`src/rtl/lead_one_normalizer.sv`:
```
// -----------------------------------------------------------------------------
// lead_one_normalizer
//
// Two-stage pipelined leading-one detector and normaliser for the
// floating-point adder datapath. It sits between the mantissa adder and the
// rounding stage.
//   Stage 1 finds the most-significant set bit of the raw mantissa and
//           registers the word together with its index and shift amount.
//   Stage 2 left-shifts the mantissa so the leading one lands in the MSB and
//           lowers the exponent by the same amount. If the exponent would go
//           negative, the shift is limited to the exponent and the result is
//           flagged as denormal.
// Both sides use valid/ready handshakes. The pipeline holds up to two words
// while the downstream stalls.
//
// Ports
//   clk, rst_n            clock (rising edge), asynchronous active-low reset
//   in_valid / in_ready   upstream handshake
//   mant_in, exp_in       unnormalised mantissa and biased exponent
//   out_valid / out_ready downstream handshake
//   mant_out, exp_out     normalised mantissa and adjusted exponent
//   pos_out               index of the leading one in mant_in
//   zero_out              mant_in was all zeros
//   uflow_out             shift was clamped by the exponent (denormal result)
// -----------------------------------------------------------------------------
module lead_one_normalizer #(
  parameter  int WIDTH = 12,
  parameter  int EXP_W = 8,
  localparam int POS_W = $clog2(WIDTH)
) (
  input  logic             clk,
  input  logic             rst_n,
  input  logic             in_valid,
  output logic             in_ready,
  input  logic [WIDTH-1:0] mant_in,
  input  logic [EXP_W-1:0] exp_in,
  output logic             out_valid,
  input  logic             out_ready,
  output logic [WIDTH-1:0] mant_out,
  output logic [EXP_W-1:0] exp_out,
  output logic [POS_W-1:0] pos_out,
  output logic             zero_out,
  output logic             uflow_out
);

  // Exponent and shift amount are compared in a common unsigned width.
  localparam int CMP_W = (EXP_W > POS_W) ? EXP_W : POS_W;

  // ---------------------------------------------------------------------------
  // Handshake control
  // ---------------------------------------------------------------------------
  logic s1_valid_q, s1_valid_d;
  logic s2_valid_q, s2_valid_d;
  logic s2_load;

  // Stage 2 can take a word when it is empty or when its word leaves this cycle.
  assign s2_load  = !s2_valid_q || out_ready;
  // Stage 1 can take a word when it is empty or when it hands its word on.
  // in_valid does not feed into this term.
  assign in_ready = !s1_valid_q || s2_load;

  // ---------------------------------------------------------------------------
  // Stage 1: priority detect
  // ---------------------------------------------------------------------------
  logic [POS_W-1:0] det_pos;
  logic [POS_W-1:0] det_shamt;
  logic             det_zero;

  always_comb begin
    // NOTE: every signal written here gets a default first, so no path leaves
    // it unassigned and no latch is inferred.
    det_pos  = POS_W'(WIDTH - 1);
    det_zero = 1'b1;
    // The scan runs upward, so the highest set bit is the last one written.
    for (int i = 0; i < WIDTH; i++) begin
      if (mant_in[i]) begin
        det_pos  = POS_W'(i);
        det_zero = 1'b0;
      end
    end
    det_shamt = POS_W'(WIDTH - 1) - det_pos;
  end

  logic [WIDTH-1:0] s1_mant_q,  s1_mant_d;
  logic [EXP_W-1:0] s1_exp_q,   s1_exp_d;
  logic [POS_W-1:0] s1_pos_q,   s1_pos_d;
  logic [POS_W-1:0] s1_shamt_q, s1_shamt_d;
  logic             s1_zero_q,  s1_zero_d;

  always_comb begin
    s1_valid_d = s1_valid_q;
    s1_mant_d  = s1_mant_q;
    s1_exp_d   = s1_exp_q;
    s1_pos_d   = s1_pos_q;
    s1_shamt_d = s1_shamt_q;
    s1_zero_d  = s1_zero_q;
    if (in_ready) begin
      s1_valid_d = in_valid;
      // The data registers load only for a real word. During bubbles the
      // stage keeps its last contents, which nothing downstream uses.
      if (in_valid) begin
        s1_mant_d  = mant_in;
        s1_exp_d   = exp_in;
        s1_pos_d   = det_pos;
        s1_shamt_d = det_shamt;
        s1_zero_d  = det_zero;
      end
    end
  end

  // ---------------------------------------------------------------------------
  // Stage 2: shift and exponent adjust
  // ---------------------------------------------------------------------------
  logic [CMP_W-1:0] exp_ext;
  logic [CMP_W-1:0] shamt_ext;
  logic [CMP_W-1:0] exp_diff;
  logic [WIDTH-1:0] norm_mant;
  logic [EXP_W-1:0] norm_exp;
  logic             norm_uflow;

  assign exp_ext   = CMP_W'(s1_exp_q);
  assign shamt_ext = CMP_W'(s1_shamt_q);
  assign exp_diff  = exp_ext - shamt_ext;

  always_comb begin
    norm_mant  = '0;
    norm_exp   = '0;
    norm_uflow = 1'b0;
    if (s1_zero_q) begin
      norm_mant  = '0;
      norm_exp   = '0;
      norm_uflow = 1'b0;
    end else if (exp_ext >= shamt_ext) begin
      norm_mant  = s1_mant_q << s1_shamt_q;
      norm_exp   = EXP_W'(exp_diff);
    end else begin
      // The exponent runs out before the leading one reaches the MSB.
      // Shift only as far as the exponent allows and mark the result denormal.
      // The exponent is below shamt here, so this shift drops no set bits.
      norm_mant  = s1_mant_q << s1_exp_q;
      norm_exp   = '0;
      norm_uflow = 1'b1;
    end
  end

  logic [WIDTH-1:0] mant_out_q,  mant_out_d;
  logic [EXP_W-1:0] exp_out_q,   exp_out_d;
  logic [POS_W-1:0] pos_out_q,   pos_out_d;
  logic             zero_out_q,  zero_out_d;
  logic             uflow_out_q, uflow_out_d;

  always_comb begin
    s2_valid_d  = s2_valid_q;
    mant_out_d  = mant_out_q;
    exp_out_d   = exp_out_q;
    pos_out_d   = pos_out_q;
    zero_out_d  = zero_out_q;
    uflow_out_d = uflow_out_q;
    // The output registers change only when stage 2 loads. While the
    // downstream stalls, every output therefore holds its value.
    if (s2_load) begin
      s2_valid_d = s1_valid_q;
      if (s1_valid_q) begin
        mant_out_d  = norm_mant;
        exp_out_d   = norm_exp;
        pos_out_d   = s1_pos_q;
        zero_out_d  = s1_zero_q;
        uflow_out_d = norm_uflow;
      end
    end
  end

  // ---------------------------------------------------------------------------
  // State registers
  // ---------------------------------------------------------------------------
  // NOTE: non-blocking assignments give every flop the value from before the
  // edge, so the two stages shift in lockstep regardless of process order.
  // The data registers are reset along with the valid flags, so all outputs
  // read 0 after reset.
  always_ff @(posedge clk or negedge rst_n) begin
    if (!rst_n) begin
      s1_valid_q  <= 1'b0;
      s1_mant_q   <= '0;
      s1_exp_q    <= '0;
      s1_pos_q    <= '0;
      s1_shamt_q  <= '0;
      s1_zero_q   <= 1'b0;
      s2_valid_q  <= 1'b0;
      mant_out_q  <= '0;
      exp_out_q   <= '0;
      pos_out_q   <= '0;
      zero_out_q  <= 1'b0;
      uflow_out_q <= 1'b0;
    end else begin
      s1_valid_q  <= s1_valid_d;
      s1_mant_q   <= s1_mant_d;
      s1_exp_q    <= s1_exp_d;
      s1_pos_q    <= s1_pos_d;
      s1_shamt_q  <= s1_shamt_d;
      s1_zero_q   <= s1_zero_d;
      s2_valid_q  <= s2_valid_d;
      mant_out_q  <= mant_out_d;
      exp_out_q   <= exp_out_d;
      pos_out_q   <= pos_out_d;
      zero_out_q  <= zero_out_d;
      uflow_out_q <= uflow_out_d;
    end
  end

  assign out_valid = s2_valid_q;
  assign mant_out  = mant_out_q;
  assign exp_out   = exp_out_q;
  assign pos_out   = pos_out_q;
  assign zero_out  = zero_out_q;
  assign uflow_out = uflow_out_q;

endmodule

```
`config.mk`:
```
export PLATFORM = sky130hd
export DESIGN_NAME = lead_one_normalizer
export DESIGN_NICKNAME = d
export VERILOG_FILES = /design/src/rtl/lead_one_normalizer.sv
export SDC_FILE = /design/constraint.sdc
export NUM_CORES = 1
export LEC_CHECK = 0
export CAP_MARGIN = 10
export CORE_MARGIN = 2
export CORE_UTILIZATION = 45
export CTS_BUF_LIST = sky130_fd_sc_hd__clkbuf_16
export DETAILED_ROUTE_END_ITERATION = 10
export GPL_ROUTABILITY_DRIVEN = 0
export PLACE_DENSITY_LB_ADDON = 0.15
export SLEW_MARGIN = 20
export SYNTH_ARGS = -nofsm -noshare
export SYNTH_HDL_FRONTEND = slang
export SYNTH_SLANG_ARGS = --single-unit
```
`constraint.sdc`:
```
create_clock -name clk -period 2.8 [get_ports clk]
set_input_delay 0.7 -clock clk [delete_from_list [all_inputs] [get_ports clk]]
set_output_delay 0.7 -clock clk [all_outputs]
set_load 0.02 [all_outputs]
```
Word level (Yosys, flattened, before mapping)
Cells that the tools add are included.

word-level totals
  bits in registers = 57
  word-level logic and storage cells = 53
  output and inout port bits = 28
  input port bits = 24

operators by class
  reduce and logical (&&, ||, !) cells = 6
  order comparisons = 1
  muxes and demuxes = 30
  $add $sub $neg = 2
  shift operators = 2

operators by type and width
  operator               count
  $mux W4                12
  $mux W12               2
  $mux W8                2
  $mux W1                14
  $shl A12 B4 Y12        1
  $shl A12 B8 Y12        1
  $ge A8 B4 Y1           1
  $sub A8 B4 Y8          1
  $reduce_and A2 Y1      2
  $sub A4 B4 Y4 const A  1
  $logic_not A1 Y1       2
  $logic_or A1 B1 Y1     2

Logic depth before layout (Yosys ltp)
  word-level depth = 13
  gate-level depth with buffers = 13
  mapped depth without buffers = 10

Least setup slack after synthesis
OpenSTA, ideal clock, no wires.

  kind = reg2reg
  from = reg s1_shamt_q[1]
  to = reg mant_out_q[11], in the netlist mant_out[11]
  stages on the path, launching flop included = 13
  path slack = -0.087 ns
  setup time = 0.127 ns
  data required time = 2.673 ns
  buffers on the path = 4
  clock period less this slack = 2.887 ns
  arrival = 2.761 ns
  cell sequence = dfrtp_1 clkbuf_1 buf_2 inv_1 fa_1 a21o_1 a211o_4 or2_1 buf_6 buf_6 a21oi_1 a21boi_1 o21ai_1

between the ends
  cells in the longest elaborated chain, start to end = 3
  elaborated cells between the ends (all ways) = 4
  those cells by class = 1 x order compare; 1 x shift; 2 x mux

RTL lines
  item                                             RTL line  RTL
  from (decl)                                      87        logic [POS_W-1:0] s1_shamt_q, s1_shamt_d;
  from (signal assigned)                           199       s1_shamt_q <= s1_shamt_d;
  $ge A8 B4 Y1 or $shl A12 B4 Y12 (tied branches)  133, 134
  $mux W12 *                                       133       end else if (exp_ext >= shamt_ext) begin
  $mux W12 *                                       129       if (s1_zero_q) begin
  to (signal assigned)                             202       mant_out_q <= mant_out_d;
  to (decl)                                        146       logic [WIDTH-1:0] mant_out_q, mant_out_d;

Mark *: on every way between the ends. The rest lies on a longest branch, timed or not.
A chain may end at the register's enable or synchronous reset.

Worst setup path after layout
  from = reg s1_exp_q[0], in the netlist exp_ext[0]
  to = reg mant_out_q[4], in the netlist mant_out[4]

between the ends
  cells in the longest elaborated chain, start to end = 3
  elaborated cells between the ends (all ways) = 4
  those cells by class = 1 x order compare; 1 x shift; 2 x mux

RTL lines
  item                                             RTL line  RTL
  from (decl)                                      85        logic [EXP_W-1:0] s1_exp_q, s1_exp_d;
  from (signal assigned)                           197       s1_exp_q <= s1_exp_d;
  $ge A8 B4 Y1 or $shl A12 B8 Y12 (tied branches)  133, 140
  $mux W12 *                                       133
  $mux W12 *                                       129

Marked as above.

==> flow_summary.json <==
{
  "grt_pass1_wl_um": 13400,
  "syn_avg_cell_area_sq_um": 9.46,
  "synth_area_sq_um": 3260,
  "rr_startpoint": "exp_ext[0]$_DFFE_PN0P_",
  "end_kind": "register",
  "syn_to_final_growth_pct": 28.8,
  "ios": 52,
  "cp_max_fo": 8,
  "hp-class": "input port to asynchronous set/reset pin",
  "synth-edff-count": 0,
  "clk_path_buf_depth": 2,
  "cts-root-buf": "clkbuf_16",
  "p_total_mw": 2.89,
  "grt_start_max_net_pins": 31,
  "dpl.hpwl_um": 6050,
  "power_leakage_nw": 1.78,
  "clk_pin_slew_ps": 70,
  "clock_sinks": 56,
  "finalCoreUtilization_pct": 58.9,
  "reg2reg_to": "mant_out[4]$_DFFE_PN0P_",
  "final_nets": 441,
  "ir_worst_vdd_uv": 321,
  "placement_rows": 31,
  "dieArea_sq_um": 7950,
  "reg2reg_slack_ps": 110,
  "hold_viol_final": 0,
  "synth_seq_cells": 56,
  "grt_usage_pct": 21.8,
  "finalCriticalPeriod_ps": 2690,
  "clock_latency_ps": 300,
  "die_y_um": 89.2,
  "insertedDiodeCount": 0,
  "ys_types": 51,
  "r2r.worst_path.cells": 9,
  "ant_nets": 0,
  "hold_buffers": 0,
  "detail_route.wirelength_um": 7930,
  "cp_data_arrival_time_ps": 2890,
  "grt_pass1_vias": 2705,
  "overflow": 0,
  "clock.fmax_ghz": 0.372,
  "maxCapViolCount": 0,
  "setup_ws_ps": 114,
  "route.vias.total": 2812,
  "yosys_warnings": 0,
  "required_ps": 3010,
  "fin_skew_ps": 5.63,
  "rsz0062_at_grt": "true",
  "placed_cells": 502,
  "die_x_um": 89.2,
  "syn_inst": 345,
  "drive_above_1_share_pct": 16.2,
  "postSynth.asyncResetShare_pct": 100,
  "maxSlewViolCount": 0,
  "port_buffers": 51,
  "firstDrtPassIters": 5,
  "route.detailed.drc": 0,
  "timing.slew.headroom_pct": 57.3,
  "ys_seq_area_share_pct": 42.9,
  "htreeDepth": 2,
  "wire_per_inst_um": 15.5,
  "p_per_area_nw_per_um2": 687,
  "setup_viol": 0,
  "critical_path_class": "register to register",
  "vias_per_cell": 5.49,
  "synthFlopType": "dfrtp_1",
  "tightest_slew_ps": 640,
  "final_cells": 512,
  "initialDrtViolationCount": 251,
  "start_util_pct": 45.7,
  "cts_inserted_buffers": 5,
  "core_region_area_sq_um": 7140,
  "place_ws_ps": -7.46,
  "fin_crit_sh_pct": 95.9,
  "status": "completed",
  "synth_fp_nets": 374,
  "antenna_found_initial": 0,
  "critPathLaunchType": "register",
  "cts_tree": "built"
}
timing repair:
item	4_1_cts	5_1_grt
resized for setup	1	6
endpoints found under the setup margin	4	9
buffers inserted	0	2
hold endpoints to repair	0	0
placed cells by master, fill, tap and decap left out, drive strengths merged, types with 5 or more instances in the layout:
cell,instances
nand3b,6
dfrtp,56
inv,8
a21o,5
a21oi,11
nand2,71
mux2,16
mux4,7
clkdlybuf4s50,50
buf,28
nor2,28
nand2b,5
o21ai,31
nor3,5
mux2i,18
a211oi,7
nand3,5
clkbuf,5
layout make-up:
class                           count  area, sq um
Clock buffer                        5          125
Tap cell                           99          124
Sequential cell                    56         1400
Inverter                            8         30.0
Fill cell                         681         2930
Timing Repair Buffer               78          721
Multi-Input combinational cell    263         1760
Clock inverter                      3         42.5
worst max-delay path, stage by stage, from the launching register on:
cell and delay [ps]:
dfrtp_1 380, inv_1 80, ha_1 160, inv_1 50
fa_1 380, a21o_1 190, a211o_4 380, or4_4 510
a21o_2 270, o221ai_1 200
worst max-delay path by stage:
stage | start | endpoint | slack, ps | depth (start not counted)
2_1_floorplan | exp_ext[0]$_DFFE_PN0P_ | mant_out[11]$_DFFE_PN0P_ | 20 | 13
3_3_place_gp | exp_ext[0]$_DFFE_PN0P_ | mant_out[10]$_DFFE_PN0P_ | 60 | 10
3_5_place_dp | exp_ext[0]$_DFFE_PN0P_ | mant_out[10]$_DFFE_PN0P_ | -7 | 10
4_1_cts | exp_ext[0]$_DFFE_PN0P_ | mant_out[9]$_DFFE_PN0P_ | 10 | 11
5_1_grt | exp_ext[0]$_DFFE_PN0P_ | mant_out[9]$_DFFE_PN0P_ | -30 | 10
6_report | exp_ext[0]$_DFFE_PN0P_ | mant_out[4]$_DFFE_PN0P_ | 110 | 9
cell families after synthesis:
group | Yosys count | synth area share, %
AND/OR/NAND/NOR | 134 | 18.3
XOR/XNOR | 4 | 1.07
buffers and inverters | 26 | 3.64
AO/OA/AOI/OAI | 79 | 15.7
multiplexers | 41 | 16.3
adder cells (fa/ha/maj) | 5 | 2.15
flip-flops | 56 | 42.9
flip-flops by register name, indices dropped and copies added, names as in the netlist:
name	flops
exp_ext	8
pos_out	4
mant_out	12
uflow_out	1
exp_out	8
s1_zero_q	1
s1_valid_q	1
s1_shamt_q	3
s1_mant_q	12
zero_out	1
out_valid	1
s1_pos_q	4
cells in the mapped netlist, types with 2 or more instances:
cell,count,area share [%]
nor3_1,5,0.77
a211oi_1,7,1.6
and2_1,3,0.58
o21ai_0,22,3.4
nor2b_1,3,0.58
a22oi_1,2,0.46
nand2b_1,5,0.96
o221ai_1,4,1.1
dfrtp_1,56,43
a21oi_1,11,1.7
nand3_1,5,0.77
buf_2,2,0.31
o21a_1,2,0.46
xor2_1,2,0.54
nor3b_1,2,0.46
xnor2_1,2,0.54
nor2_1,27,3.1
nand3b_1,6,1.4
buf_6,2,0.69
mux2i_1,17,5.2
mux2_2,16,5.5
clkbuf_1,12,1.4
inv_1,8,0.92
a221o_1,2,0.61
mux4_2,7,4.8
nand2_1,71,8.2
a21o_1,4,0.92
ha_1,4,1.5
o21ai_1,9,1.4
o211ai_1,2,0.46
o21bai_1,2,0.46
o22ai_1,4,0.77
metrics by stage:
stage / setup TNS [ps] / hold slack [ps] / instance area (sq um)
final: 0 / 424 / 4200
after global routing: -46.7 / 463 / 4200
after CTS: 0 / 441 / 4170
after detailed placement: -16.5 / 469 / 4000
after global placement: 0 / 460 / 4000
after floorplan: 0 / 404 / 3270
power by group:
part           leakage, nW  switching (mW)  internal, mW  total [mW]
Combinational         1.02           0.571         0.530        1.10
Clock               0.0814           0.286         0.421       0.707
Sequential           0.681           0.117         0.964        1.08
Total                 1.78           0.974          1.91        2.89
per-layer routing:
metal  GRT usage [%]  part of all wire [%]
met5               0                     0
met4            6.65                   1.9
met3            3.42                   5.0
met2            33.7                    45
met1            31.6                    48
(Power assumes the default switching activity.)
